`config.mk`:
```
export PLATFORM = sky130hd
export DESIGN_NAME = rlbp_window_feeder
export DESIGN_NICKNAME = d
export VERILOG_FILES = /design/src/rtl/rlbp_pkg.sv /design/src/rtl/rlbp_feed_fifo.sv /design/src/rtl/rlbp_window_feeder.sv
export SDC_FILE = /design/constraint.sdc
export NUM_CORES = 1
export LEC_CHECK = 0
export CORE_MARGIN = 4
export CORE_UTILIZATION = 35
export DETAILED_ROUTE_END_ITERATION = 12
export SLEW_MARGIN = 20
export SYNTH_ARGS = -nofsm -noshare
export SYNTH_HDL_FRONTEND = slang
export SYNTH_SLANG_ARGS = --single-unit
```
`constraint.sdc`:
```
create_clock -name wb_clk_i -period 5.2 [get_ports wb_clk_i]
set_clock_uncertainty 0.05 [all_clocks]
set_input_delay 1.04 -clock wb_clk_i [delete_from_list [all_inputs] [get_ports wb_clk_i]]
set_output_delay 1.04 -clock wb_clk_i [all_outputs]
set_load 0.02 [all_outputs]
```
`src/rtl/rlbp_pkg.sv`:
```
// rtl/rlbp_pkg.sv - shared constants, FSM encoding and pixel helper for the RLBP feeder
package rlbp_pkg;

    localparam int PIX_W           = 4;
    localparam int NPIX            = 3;
    localparam int TRIP_W          = PIX_W * NPIX;
    localparam int DEFAULT_TIMEOUT = 255;

    typedef enum logic [2:0] {
        ST_IDLE    = 3'd0,
        ST_LOAD1   = 3'd1,
        ST_LOAD2   = 3'd2,
        ST_LOAD3   = 3'd3,
        ST_START   = 3'd4,
        ST_WAIT    = 3'd5,
        ST_RECOVER = 3'd6,
        ST_OUT     = 3'd7
    } state_t;

    // Extract pixel idx (0 = d1) from a packed column triplet.
    function automatic logic [PIX_W-1:0] pick_pixel(input logic [TRIP_W-1:0] trip, input int idx);
        return trip[idx*PIX_W +: PIX_W];
    endfunction

endpackage

```
`src/rtl/rlbp_feed_fifo.sv`:
```
// rtl/rlbp_feed_fifo.sv - synchronous triplet FIFO with full/empty flags
module rlbp_feed_fifo #(
    parameter int WIDTH = 12,
    parameter int DEPTH = 4
) (
    input  logic             clk,
    input  logic             rst_n,
    input  logic             push,
    input  logic             pop,
    input  logic [WIDTH-1:0] wdata,
    output logic [WIDTH-1:0] rdata,
    output logic             full,
    output logic             empty
);
    localparam int AW = $clog2(DEPTH);
    localparam logic [AW:0] DEPTH_CNT = (AW+1)'(DEPTH);

    logic [WIDTH-1:0] mem [DEPTH];
    logic [AW-1:0]    wr_ptr;
    logic [AW-1:0]    rd_ptr;
    logic [AW:0]      count;
    logic             do_push;
    logic             do_pop;

    assign do_push = push && !full;
    assign do_pop  = pop && !empty;
    assign full    = (count == DEPTH_CNT);
    assign empty   = (count == '0);
    assign rdata   = mem[rd_ptr];

    // Storage needs no reset: entries are only read when count says they are valid.
    always_ff @(posedge clk) begin
        if (do_push) begin
            mem[wr_ptr] <= wdata;
        end
    end

    // Pointers wrap naturally because DEPTH is a power of two.
    always_ff @(posedge clk or negedge rst_n) begin
        if (!rst_n) begin
            wr_ptr <= '0;
            rd_ptr <= '0;
            count  <= '0;
        end else begin
            if (do_push) begin
                wr_ptr <= wr_ptr + 1'b1;
            end
            if (do_pop) begin
                rd_ptr <= rd_ptr + 1'b1;
            end
            case ({do_push, do_pop})
                2'b10:   count <= count + 1'b1;
                2'b01:   count <= count - 1'b1;
                default: count <= count;
            endcase
        end
    end

endmodule

```
`src/rtl/rlbp_window_feeder.sv`:
```
// rtl/rlbp_window_feeder.sv - buffers pixel triplets and sequences them through the RLBP core
module rlbp_window_feeder
    import rlbp_pkg::*;
#(
    parameter int FIFO_DEPTH = 4,
    parameter int TIMEOUT    = DEFAULT_TIMEOUT
) (
    input  logic             wb_clk_i,
    input  logic             wb_rst_ni,
    input  logic             enable_i,
    input  logic             pix_valid_i,
    output logic             pix_ready_o,
    input  logic [11:0]      pix_data_i,
    output logic [PIX_W-1:0] rlbp_d_o,
    output logic             rlbp_ce_d1_o,
    output logic             rlbp_ce_d2_o,
    output logic             rlbp_ce_d3_o,
    output logic             rlbp_start_o,
    output logic             rlbp_reset_fsm_o,
    input  logic             rlbp_done_i,
    input  logic [PIX_W-1:0] rlbp_data_i,
    output logic             res_valid_o,
    input  logic             res_ready_i,
    output logic [PIX_W-1:0] res_data_o,
    output logic             res_timeout_o,
    output logic             busy_o,
    output logic             err_sticky_o,
    input  logic             clr_err_i
);
    localparam logic [15:0] TIMEOUT_CNT = 16'(TIMEOUT);

    state_t            state;
    state_t            state_next;
    logic [15:0]       timer;
    logic [TRIP_W-1:0] head;
    logic              fifo_full;
    logic              fifo_empty;
    logic              pop;
    logic              timed_out;
    logic [PIX_W-1:0]  d_next;

    assign pix_ready_o = !fifo_full;
    assign pop         = (state == ST_LOAD3);
    assign timed_out   = (state == ST_WAIT) && !rlbp_done_i && (timer == TIMEOUT_CNT);

    rlbp_feed_fifo #(
        .WIDTH (TRIP_W),
        .DEPTH (FIFO_DEPTH)
    ) u_fifo (
        .clk   (wb_clk_i),
        .rst_n (wb_rst_ni),
        .push  (pix_valid_i),
        .pop   (pop),
        .wdata (pix_data_i),
        .rdata (head),
        .full  (fifo_full),
        .empty (fifo_empty)
    );

    // State register.
    always_ff @(posedge wb_clk_i or negedge wb_rst_ni) begin
        if (!wb_rst_ni) begin
            state <= ST_IDLE;
        end else begin
            state <= state_next;
        end
    end

    // Next state and the pixel to present in the next cycle; done wins over timeout.
    always_comb begin
        state_next = state;
        d_next     = '0;
        case (state)
            ST_IDLE:    if (enable_i && !fifo_empty) state_next = ST_LOAD1;
            ST_LOAD1:   state_next = ST_LOAD2;
            ST_LOAD2:   state_next = ST_LOAD3;
            ST_LOAD3:   state_next = ST_START;
            ST_START:   state_next = ST_WAIT;
            ST_WAIT: begin
                if (rlbp_done_i) begin
                    state_next = ST_OUT;
                end else if (timer == TIMEOUT_CNT) begin
                    state_next = ST_RECOVER;
                end
            end
            ST_RECOVER: state_next = ST_OUT;
            ST_OUT:     if (res_ready_i) state_next = ST_IDLE;
            default:    state_next = ST_IDLE;
        endcase
        case (state_next)
            ST_LOAD1: d_next = pick_pixel(head, 0);
            ST_LOAD2: d_next = pick_pixel(head, 1);
            ST_LOAD3: d_next = pick_pixel(head, 2);
            default:  d_next = '0;
        endcase
    end

    // Registered core-side strobes and status decoded from the upcoming state.
    always_ff @(posedge wb_clk_i or negedge wb_rst_ni) begin
        if (!wb_rst_ni) begin
            rlbp_d_o         <= '0;
            rlbp_ce_d1_o     <= 1'b0;
            rlbp_ce_d2_o     <= 1'b0;
            rlbp_ce_d3_o     <= 1'b0;
            rlbp_start_o     <= 1'b0;
            rlbp_reset_fsm_o <= 1'b0;
            res_valid_o      <= 1'b0;
            busy_o           <= 1'b0;
        end else begin
            rlbp_d_o         <= d_next;
            rlbp_ce_d1_o     <= (state_next == ST_LOAD1);
            rlbp_ce_d2_o     <= (state_next == ST_LOAD2);
            rlbp_ce_d3_o     <= (state_next == ST_LOAD3);
            rlbp_start_o     <= (state_next == ST_START);
            rlbp_reset_fsm_o <= (state_next == ST_RECOVER);
            res_valid_o      <= (state_next == ST_OUT);
            busy_o           <= (state_next != ST_IDLE);
        end
    end

    // Done-wait timer, result capture and sticky error (set beats clear).
    always_ff @(posedge wb_clk_i or negedge wb_rst_ni) begin
        if (!wb_rst_ni) begin
            timer         <= '0;
            res_data_o    <= '0;
            res_timeout_o <= 1'b0;
            err_sticky_o  <= 1'b0;
        end else begin
            if (state == ST_START) begin
                timer <= '0;
            end else if (state == ST_WAIT && !rlbp_done_i && timer != TIMEOUT_CNT) begin
                timer <= timer + 16'd1;
            end
            if (state == ST_WAIT && rlbp_done_i) begin
                res_data_o    <= rlbp_data_i;
                res_timeout_o <= 1'b0;
            end else if (state == ST_RECOVER) begin
                res_data_o    <= '0;
                res_timeout_o <= 1'b1;
            end
            if (timed_out) begin
                err_sticky_o <= 1'b1;
            end else if (clr_err_i) begin
                err_sticky_o <= 1'b0;
            end
        end
    end

endmodule
```
== Word-level counts from Yosys, hierarchy flattened ==
Memory sizes are Yosys's and may differ from the RTL's.
Cells that the tools add are included.

* Muxes and demuxes: 17
* Add/subtract/negate cells: 5
* Reductions and logical operators: 17
* Equal/unequal tests: 18

{| class="wikitable"
|+ Operator list
! cell !! number
|-
| 16-bit 2-to-1 mux || 2
|-
| 3-bit equality test, second input constant || 8
|-
| 3-bit one-hot mux with 8 select lines || 1
|-
| 16-bit by 1-bit adder with 16-bit output, second input constant || 1
|-
| 16-bit by 8-bit equality test with 1-bit output, second input constant || 1
|-
| 16-bit by 8-bit inequality test with 1-bit output, second input constant || 1
|-
| 3-bit by 2-bit equality test with 1-bit output, second input constant || 4
|-
| 3-bit 2-to-1 mux || 4
|-
| 4-bit one-hot mux with 3 select lines || 1
|-
| 4-bit 2-to-1 mux || 2
|-
| 2-bit nonzero test || 4
|-
| 1-bit logical AND || 7
|-
| 3-bit by 1-bit equality test with 1-bit output, second input constant || 2
|-
| 3-bit zero test || 2
|-
| 1-bit 2-to-1 mux || 6
|-
| 3-bit one-hot mux with 2 select lines || 1
|-
| 2-bit by 1-bit adder with 2-bit output, second input constant || 2
|-
| 3-bit by 1-bit adder with 3-bit output, second input constant || 1
|-
| 1-bit zero test || 3
|-
| 3-bit nonzero test || 1
|-
| 3-bit by 1-bit subtractor with 3-bit output, second input constant || 1
|-
| 2-bit by 1-bit equality test with 1-bit output, second input constant || 1
|-
| 2-bit equality test, second input constant || 1
|}

* Bits of input ports: 23
* Word-level logic and storage cells: 74
* RAM bits: 48
* Output and inout port bits: 18
* Register bits: 43
* Memories kept: 1

{| class="wikitable"
|+ Memories
! name !! words !! bits a word !! read ports !! clocked after Yosys merged registers in !! wr ports !! RTL line !! source
|-
| u_fifo.mem || 4 || 12 || 1 || 0 || 1 || rlbp_feed_fifo.sv:18 || <nowiki>logic [WIDTH-1:0] mem [DEPTH];</nowiki>
|}

== Longest topological paths before layout ==
Gate-level depths: netlist of the first run.

* Depth in word-level cells: 7
* Depth in mapped cells: 10
* Gate-level depth less buffers: 10

== Hierarchy ==
Synthesis of the first run repeated with hierarchy kept, for this count alone.

* Cells, all modules: 280
* Area total of the unflattened synthesis: 3980.1 um2

{| class="wikitable"
|+ Modules (own cells, without submodules)
! module !! instances !! sequential area each (um2) !! area an instance (um2) !! cells each
|-
| rlbp_feed_fifo || 1 || 1616.6 || 2187.1 || 101
|-
| rlbp_window_feeder || 1 || 900.9 || 1793.0 || 179
|}

== Worst setup path after synthesis of the first run ==
OpenSTA, ideal clock, no wires.

* Path type: input-to-reg
* Start point: input port pix_valid_i
* End point: register u_fifo.count[2]
* Path slack: 2870 ps
* Required time: 5071 ps
* Setup time: 79 ps
* Stages on the path: 8
* Data arrival time: 2201 ps
* Path buffers: 0
* Cells stage by stage: and2_1 -> inv_1 -> ha_1 -> inv_1 -> fa_1 -> xor2_1 -> nor2_1 -> xor2_1

* Longest elaborated chain between the ends: 3
* Elaborated cells between the ends (all ways): 5
* Those cells by class: 2 x eq/ne; 1 x mux; 2 x reduce/logical

{| class="wikitable"
|+ Ends and longest elaborated chain
! element !! RTL line !! source
|-
| start, declared || rlbp_window_feeder.sv:11 || <nowiki>input logic pix_valid_i,</nowiki>
|-
| 1-bit logical AND (*) || rlbp_feed_fifo.sv:25 || <nowiki>assign do_push = push && !full;</nowiki>
|-
| 2-bit by 1-bit equality test with 1-bit output / 2-bit equality test (equally long branches) || rlbp_feed_fifo.sv:51 || <nowiki>case ({do_push, do_pop})</nowiki>
|-
| 3-bit one-hot mux with 2 select lines / 2-bit nonzero test (equally long branches) || n/a ||
|-
| end signal, assigned || rlbp_feed_fifo.sv:52 || <nowiki>2'b10: count <= count + 1'b1;</nowiki>
|-
| end signal, assigned || rlbp_feed_fifo.sv:53 || <nowiki>2'b01: count <= count - 1'b1;</nowiki>
|-
| end signal, assigned || rlbp_feed_fifo.sv:54 || <nowiki>default: count <= count;</nowiki>
|-
| end, declared || rlbp_feed_fifo.sv:21 || <nowiki>logic [AW:0] count;</nowiki>
|}

Mark *: on every way between the ends. The rest lies on a longest branch, timed or not.
A chain may end at the register's enable or synchronous reset.

== Worst setup path in the final report of the first run ==
* Start point: input port rlbp_done_i
* End point: register timer[11]

* Longest elaborated chain between the ends: 4

{| class="wikitable"
|+ Ends and longest elaborated chain
! element !! RTL line !! source
|-
| start, declared || rlbp_window_feeder.sv:20 || <nowiki>input logic rlbp_done_i,</nowiki>
|-
| 1-bit zero test || rlbp_window_feeder.sv:131 || <nowiki>end else if (state == ST_WAIT && !rlbp_done_i && timer != TIMEOUT_CNT) begin</nowiki>
|-
| 1-bit logical AND (2 in a row) || rlbp_window_feeder.sv:131 ||
|-
| 2-bit nonzero test (no line) || n/a ||
|-
| end signal, assigned || rlbp_window_feeder.sv:132 || <nowiki>timer <= timer + 16'd1;</nowiki>
|-
| end, declared || rlbp_window_feeder.sv:34 || <nowiki>logic [15:0] timer;</nowiki>
|}

Every way passes these cells.

==> results.py, run 1 <==
metrics = {
    "outcome": {
        "status": "finished clean",
    },
    "worst_setup_path": {
        "critPathSlowestCell": "clkdlybuf4s50_1",
        "crit_start": "rlbp_done_i",
        "critPathBufInv": 1,
        "cp-end-kind": "flip-flop",
        "crit_end": "timer[11]",
        "reg2reg_from": "state[0]",
        "worstReg2RegEnd": "u_fifo.count[2]",
        "start_kind": "input pin",
        "cp.depth": 5,
        "cp_top_family": "simple AND/OR/NAND/NOR gates",
        "ff2ff_setup_slack_ps": 2730,
        "slowest_delay_ps": 500,
        "worstPathRequired_ps": 5410,
        "cp_cell_sequence": "clkdlybuf4s50_1 > nand4bb_1 > or2_1 > or4_1 > a21oi_1",
        "crit_path_max_fanout": 11,
        "critPathArrivalTime_ps": 3010,
        "worstSetupPathType": "input pin to flip-flop",
        "reg2regPathDepth": 8,
    },
    "synth": {
        "synth_area_leaders": "edfxtp_1 (36%), dfrtp_1 (27%), mux4_2 (6.8%)",
        "yosysUniqueCellTypes": 49,
        "synth_edf_count": 48,
        "syn_area_um2": 3970,
        "yosys_warnings": 0,
        "synth_top_area_frac": 0.363,
        "async_reset_ff_frac": 0.473,
        "yosys_most_used_dff": "edfxtp_1",
        "synth_top_area_cell": "edfxtp_1",
        "ys_seq_area_frac": 0.635,
        "postSynthCellCount": 287,
        "avgSynthCellArea_um2": 13.8,
        "synthesis.nets": 317,
        "ys_ff_latch": 91,
    },
    "flow_run": {
        "cap_violations": 0,
    },
    "finish": {
        "area_delta_synth_final_pct": 20.6,
        "n_antenna_cell": 0,
        "drive_gt1_frac": 0.0964,
        "nFillCells": 1002,
        "nNetsFinal": 357,
        "fin_util": 0.436,
        "final_cells": 472,
        "finalInstanceArea_um2": 4780,
    },
    "worst_hold_path": {
        "min_delay_path_depth": 1,
        "hold_path_class": "flip-flop to flip-flop",
    },
    "routing": {
        "top_layer": "met4",
        "wl_met1_um": 3610,
        "vias": 2468,
        "vias_per_cell": 5.23,
        "drt-wirelength-per-cell_um": 16.3,
        "met2WireLength_um": 3620,
        "wl_met3_um": 396,
        "routed_wl_um": 7690,
        "dr.pass1.iters": 4,
        "drc_errors": 0,
        "ant_nets": 0,
        "drt_iter0_markers": 219,
    },
    "clock_network": {
        "clock-sinks": 91,
        "cts_buffers": 9,
        "htreeDepth": 3,
        "postCtsSetupRepairBufs": 0,
        "path_clk_slew_ps": 70,
        "cts-root-buf": "clkbuf_16",
        "cts_resized": 0,
        "cts_tree": "built",
        "hold_buffers": 0,
        "cts_buffer_depth": 2,
        "clk_latency_ps": 340,
    },
    "placed_design": {
        "globalplace.congestion": 0.894,
        "dp_cells": 456,
        "dp_worst_setup_slack_ps": 2070,
        "io_buffers": 40,
        "place_hpwl_um": 5160,
        "dpl_cell_area_um2": 4500,
    },
    "floorplanning": {
        "die_h_um": 114,
        "die_area_um2": 13100,
        "floorplan.initialDensity": 0.361,
        "core_area_um2": 11000,
        "rows": 38,
        "pin_count": 41,
        "die_w_um": 114,
    },
    "global_routing": {
        "grt_pass1_vias": 2452,
        "gr-total-overflow": 0,
        "grt_pass1_wl_um": 12800,
        "track_usage": 0.129,
        "grt_start_max_net_pins": 44,
        "antenna_found_initial": 0,
    },
    "timing": {
        "fin_ws_ps": 2400,
        "post-route-period-util": 0.538,
        "final-hold-violation-count": 0,
        "slew_headroom": 0.429,
        "min_period_ps": 2800,
        "setup_tns_ps": 0,
        "worst_pin_slew_ps": 857,
        "setup_viol": 0,
        "drv_slew": 0,
        "fmax_mhz": 357,
        "rsz0062_at_grt": "no",
        "hold_ws_ps": 461,
    },
    "power": {
        "ir_drop_mv": 0.258,
        "design_power_total_mw": 2.36,
        "p_per_area_nw_per_um2": 494,
        "power_leakage_nw": 1.78,
    },
}
[area by class of cell]
type	instances	area (um2)	area share
sequential	91	2520	0.526
multi-input combinational	171	1350	0.282
timing repair buffer	41	405	0.0847
clock buffer	11	233	0.0486
tap	140	175	0.0366
clock inverter	5	53.8	0.0112
inverter	13	48.8	0.0102
[cells in the final DEF, fill, tap and decap left out, types with 6 or more instances in the layout]
cell,synthesis,final
ha_1,6,6
nand2_1,16,16
clkdlybuf4s50_1,0,39
dfrtp_1,43,43
edfxtp_1,48,48
nor2b_1,9,9
o31ai_1,9,9
nand3_1,10,10
nor2_1,12,12
or4_1,6,6
mux4_2,12,12
a21oi_1,19,19
inv_1,12,12
clkbuf_16,0,9
nand4_1,7,7
[metal layers]
| layer | global-route usage | vias up |
|---|---|---|
| li1 | - | 1177 |
| met1 | 0.171 | 1223 |
| met2 | 0.196 | 60 |
| met3 | 0.0529 | 8 |
| met4 | 0.0333 | 0 |
| met5 | 0 | - |
[Yosys cell counts (all sizes together), types with 6 or more instances]
cell type,count
edfxtp,48
or4,7
ha,6
dfrtp,43
nor4,6
nor2,12
mux4,12
a21oi,19
buf,7
o31ai,9
nor2b,9
inv,13
nand3,10
nand2,16
nand4,7
[worst reg2reg max path: stages (launching register included)]
cell	delay [ps]
dfrtp_1	700
nand2_1	190
nor3_1	380
ha_1	260
inv_1	60
fa_1	370
xor2_1	150
nor2_1	110
xor2_1	140
[report_power, final]
part / leakage, nW / total, mW / internal, mW / switching, mW
Clock: 0.135 / 0.629 / 0.370 / 0.259
Combinational: 0.644 / 0.629 / 0.323 / 0.307
Sequential: 1.00 / 1.11 / 0.936 / 0.170
[sequential cells by signal, summed over array words and instances, names as in the netlist, 2 cells and up]
register,flops
res_data_o,4
rlbp_d_o,4
state,3
timer,16
u_fifo.count,3
u_fifo.mem,48
u_fifo.rd_ptr,2
u_fifo.wr_ptr,2
[kinds of logic after synthesis]
logic type / share of synthesized area
compound gates: 0.0782
xor+xnor: 0.0155
fa+ha+maj: 0.0240
buf+inv: 0.0246
flops: 0.635
mux: 0.0836
simple gates: 0.139
[worst min path at each step]
stage	to	slack [ps]	start
finish	res_data_o[1]	460	res_data_o[1]
global route	res_data_o[3]	480	res_data_o[3]
CTS	res_data_o[1]	470	res_data_o[1]
detailed placement	res_data_o[1]	450	res_data_o[1]
global placement	res_data_o[3]	440	res_data_o[3]
floorplan	timer[15]	410	timer[15]
No activity file was read; power rests on OpenSTA's default activity.
==> run 2: changes to the inputs <==
Clock period 5.2 ns to 2.85 ns, I/O delays scaled along.
==> results.py, run 2 (synthesized netlist as in run 1, its figures left out) <==
metrics = {
    "finish": {
        "final_cells": 477,
        "largest_reg_flops": 48,
        "n_antenna_cell": 0,
        "largest_registers": "u_fifo.mem: 48 flops, timer: 16 flops",
        "nNetsFinal": 362,
        "final_cell_mix": "edfxtp_1 (48), dfrtp_1 (43), clkdlybuf4s50_1 (39), a21oi_1 (19), nand2_1 (16)",
        "area_delta_synth_final_pct": 22.2,
        "largest-register": "u_fifo.mem",
        "drive_gt1_frac": 0.122,
        "final_common_cell": "edfxtp_1",
        "multi_input_area_um2": 1350,
        "seq_area_um2": 2520,
        "nFillCells": 1020,
        "finalInstanceArea_um2": 4850,
    },
    "placed_design": {
        "io_buffers": 40,
        "place_hpwl_um": 5340,
        "dp_cells": 461,
        "dpl_cell_area_um2": 4530,
        "globalplace.congestion": 0.830,
    },
    "global_routing": {
        "antenna_found_initial": 0,
        "gr-total-overflow": 0,
        "grt_start_max_net_pins": 44,
        "track_usage": 0.129,
        "grt_pass1_vias": 2563,
        "grt_pass1_wl_um": 13000,
    },
    "clock_network": {
        "htreeDepth": 3,
        "cts_buffers": 9,
        "cts_tree": "built",
        "cts_buffer_depth": 2,
        "postCtsSetupRepairBufs": 0,
        "clock-sinks": 91,
        "cts_resized": 0,
        "clk_latency_ps": 340,
        "path_clk_slew_ps": 60,
        "hold_buffers": 0,
        "cts-root-buf": "clkbuf_16",
    },
    "worst_setup_path": {
        "slowest_delay_ps": 640,
        "worstPathRequired_ps": 2230,
        "critPathBufInv": 2,
        "critPathArrivalTime_ps": 1640,
        "ff2ff_setup_slack_ps": 710,
        "cp-end-kind": "primary output",
        "cp_cell_sequence": "inv_1 > nand3_1 > clkdlybuf4s50_1",
        "crit_path_max_fanout": 6,
        "cp_top_family": "buffers and inverters",
        "worstSetupPathType": "flip-flop to primary output",
        "start_kind": "flip-flop",
        "critPathSlowestCell": "clkdlybuf4s50_1",
    },
    "floorplanning": {
        "die_w_um": 114,
        "core_area_um2": 11000,
        "die_h_um": 114,
        "rows": 38,
        "pin_count": 41,
        "floorplan.initialDensity": 0.361,
        "die_area_um2": 13100,
    },
    "timing": {
        "worst_pin_slew_ps": 697,
        "rsz0062_at_grt": "no",
        "fmax_mhz": 442,
        "final-hold-violation-count": 0,
        "setup_tns_ps": 0,
        "min_period_ps": 2260,
        "slew_headroom": 0.536,
        "post-route-period-util": 0.794,
        "setup_viol": 0,
        "drv_slew": 0,
    },
    "routing": {
        "drt-wirelength-per-cell_um": 16.4,
        "ant_nets": 0,
        "drc_errors": 0,
        "drt_iter0_markers": 130,
        "vias": 2496,
        "vias_per_cell": 5.23,
        "routed_wl_um": 7820,
        "dr.pass1.iters": 4,
    },
    "flow_run": {
        "cap_violations": 0,
    },
    "power": {
        "p_sw_frac": 0.311,
        "ir_drop_mv": 0.477,
        "power_leakage_nw": 1.82,
        "design_power_total_mw": 4.45,
        "power_frac_seq": 0.425,
        "comb_power_share": 0.302,
        "p_sw_mw": 1.39,
        "p_int_mw": 3.07,
        "p_per_area_nw_per_um2": 919,
        "clkPwrFrac": 0.273,
    },
    "worst_hold_path": {
        "hold_path_class": "input pin to async pin",
    },
    "outcome": {
        "status": "finished clean",
    },
}
run 2: cell type report:
cell class,count,area share
multi-input combinational,171,0.279
inverter,13,0.0101
tap,140,0.0361
sequential,91,0.519
clock inverter,5,0.0124
timing repair buffer,46,0.0914
clock buffer,11,0.0521
run 2: metrics by stage:
step	setup slack, ps	hold WS [ps]	util
after floorplan	680	224	-
after global placement	473	437	0.413
after detailed placement	418	453	0.413
after CTS	561	380	0.441
after global routing	480	227	0.441
final	587	175	0.441
run 2: final timing paths:
kind | from | to | depth (start not counted)
max | u_fifo.count[0] | pix_ready_o | 3
min | wb_rst_ni | res_data_o[3] | 1
max reg2reg | u_fifo.count[0] | u_fifo.count[2] | 10
min reg2reg | res_data_o[3] | res_data_o[3] | 1
max in group asynchronous | wb_rst_ni | timer[10] | 1
min in group wb_clk_i | res_data_o[3] | res_data_o[3] | 1
run 2: power groups by stage:
| stage | Combinational, mW | Clock, mW | Sequential, mW |
|---|---|---|---|
| 3_5_place_dp | 1.37 | 0 | 1.92 |
| 5_1_grt | 1.48 | 1.29 | 1.93 |
| 4_1_cts | 1.37 | 1.24 | 1.90 |
| 3_3_place_gp | 1.34 | 0 | 1.91 |
| 2_1_floorplan | 0.865 | 0 | 1.93 |
| 6_report | 1.34 | 1.22 | 1.89 |
run 2: layer usage:
metal / global-route usage / vias to the layer above / routed length (um)
li1: - / 1181 / -
met1: 0.174 / 1245 / 3620
met2: 0.199 / 63 / 3710
met3: 0.0423 / 7 / 397
met4: 0.0396 / 0 / 92
met5: 0 / - / 0
==> run 3: changes to the inputs <==
Clock period 2.85 ns to 1.9 ns, I/O delays scaled along.
==> results.py, run 3 (synthesized netlist as in run 1, its figures left out) <==
metrics = {
    "power": {
        "ir_drop_mv": 0.715,
        "power_leakage_nw": 2.02,
        "p_per_area_nw_per_um2": 1370,
    },
    "global_routing": {
        "track_usage": 0.136,
        "grt_pass1_vias": 2720,
        "grt_pass1_wl_um": 13700,
        "antenna_found_initial": 0,
        "gr-total-overflow": 0,
        "grt_start_max_net_pins": 44,
    },
    "finish": {
        "final_cell_mix": "edfxtp_1 (48), dfrtp_1 (41), clkdlybuf4s50_1 (38), buf_4 (35), a21oi_1 (19)",
        "largest_registers": "u_fifo.mem: 48 flops, timer: 16 flops",
        "seq_area_um2": 2520,
        "final_cells": 513,
        "fin_util": 0.480,
        "nNetsFinal": 398,
        "n_antenna_cell": 0,
        "nFillCells": 958,
        "area_delta_synth_final_pct": 33.0,
        "largest_reg_flops": 48,
        "final_common_cell": "edfxtp_1",
        "largest-register": "u_fifo.mem",
        "drive_gt1_frac": 0.244,
        "multi_input_area_um2": 1410,
    },
    "routing": {
        "drt-wirelength-per-cell_um": 16.1,
        "vias_per_cell": 5.12,
        "drt_iter0_markers": 130,
        "ant_nets": 0,
        "dr.pass1.iters": 4,
        "vias": 2629,
        "drc_errors": 0,
        "routed_wl_um": 8260,
    },
    "clock_network": {
        "cts_buffer_depth": 2,
        "hold_buffers": 0,
        "path_clk_slew_ps": 60,
        "clk_latency_ps": 340,
        "cts-root-buf": "clkbuf_16",
        "clock-sinks": 91,
        "cts_tree": "built",
        "cts_buffers": 9,
        "htreeDepth": 3,
    },
    "worst_setup_path": {
        "worstPathRequired_ps": 2070,
        "critPathBufInv": 1,
        "critPathArrivalTime_ps": 2010,
        "cp_top_family": "simple AND/OR/NAND/NOR gates",
        "ff2ff_setup_slack_ps": 60,
        "worstReg2RegEnd": "u_fifo.count[2]",
        "worstSetupPathType": "flip-flop to flip-flop",
        "cp_cell_sequence": "nor3_1 > nor3_4 > ha_4 > inv_2 > fa_2 > xor2_1 > nor2_1 > xor2_1",
        "reg2regPathDepth": 8,
        "slowest_delay_ps": 440,
        "reg2reg_from": "u_fifo.count[2]",
        "timing.critical_path.mode_cell": "xor2_1",
        "start_kind": "flip-flop",
        "crit_path_max_fanout": 4,
        "cp-end-kind": "flip-flop",
        "critPathSlowestCell": "dfrtp_2",
    },
    "placed_design": {
        "io_buffers": 40,
        "globalplace.congestion": 0.872,
        "dp_worst_setup_slack_ps": -240,
        "place_hpwl_um": 5630,
        "dp_cells": 493,
    },
    "outcome": {
        "status": "finished clean",
    },
    "timing": {
        "drv_slew": 0,
        "slew_headroom": 0.628,
        "worst_pin_slew_ps": 558,
        "fmax_mhz": 545,
        "post-route-period-util": 0.966,
        "setup_tns_ps": 0,
        "rsz0062_at_grt": "yes",
        "setup_viol": 0,
        "hold_ws_ps": 65.4,
        "fin_ws_ps": 64.8,
        "final-hold-violation-count": 0,
        "min_period_ps": 1840,
    },
    "worst_hold_path": {
        "hold_path_class": "input pin to async pin",
    },
    "flow_run": {
        "cap_violations": 0,
    },
    "floorplanning": {
        "pin_count": 41,
        "die_area_um2": 13100,
        "rows": 38,
        "core_area_um2": 11000,
        "floorplan.initialDensity": 0.361,
        "die_w_um": 114,
        "die_h_um": 114,
    },
}
run 3: layer usage:
metal | GRT usage | wire [um] | vias up
met5 | 0 | 0 | -
met4 | 0.0428 | 100 | 0
met3 | 0.0423 | 436 | 11
met2 | 0.224 | 4190 | 63
met1 | 0.171 | 3530 | 1301
li1 | - | - | 1254
run 3: layout make-up:
cell class / instances / share of cell area
flip-flops and latches: 91 / 0.478
multi-input cells: 171 / 0.268
repair buffers: 82 / 0.149
clock buffers: 10 / 0.0453
well taps: 140 / 0.0332
clock inverters: 6 / 0.0168
inverters: 13 / 0.00972
run 3: metrics by stage:
step | power (mW) | area (um2)
after CTS | 7.29 | 5230
after detailed placement | 5.28 | 4870
final | 7.23 | 5280
after floorplan | 4.27 | 4000
after global placement | 5.22 | 4870
after global routing | 7.64 | 5280
run 3: worst max-delay path by stage:
stage                 endpoint  cells past startpoint       startpoint  slack (ps)
2_1_floorplan  u_fifo.count[2]                     10  u_fifo.count[0]          -6
3_3_place_gp   u_fifo.count[2]                      9      pix_valid_i        -170
3_5_place_dp   u_fifo.count[2]                      9      pix_valid_i        -240
4_1_cts        u_fifo.count[2]                     10  u_fifo.count[1]          20
5_1_grt        u_fifo.count[2]                     10  u_fifo.count[1]         -30
6_report       u_fifo.count[2]                      8  u_fifo.count[2]          60
run 3: repair_timing:
| action | in CTS | in global routing |
|---|---|---|
| pin swaps | 1 | 3 |
| setup endpoints to repair | 2 | 10 |
| resized for setup | 4 | 9 |
| setup buffers | 3 | 1 |
run 3: where the power goes:
part	total (mW)	internal, mW	switching [mW]
registers	2.82	2.57	0.250
clock network	1.93	1.19	0.744
logic	2.48	1.27	1.21
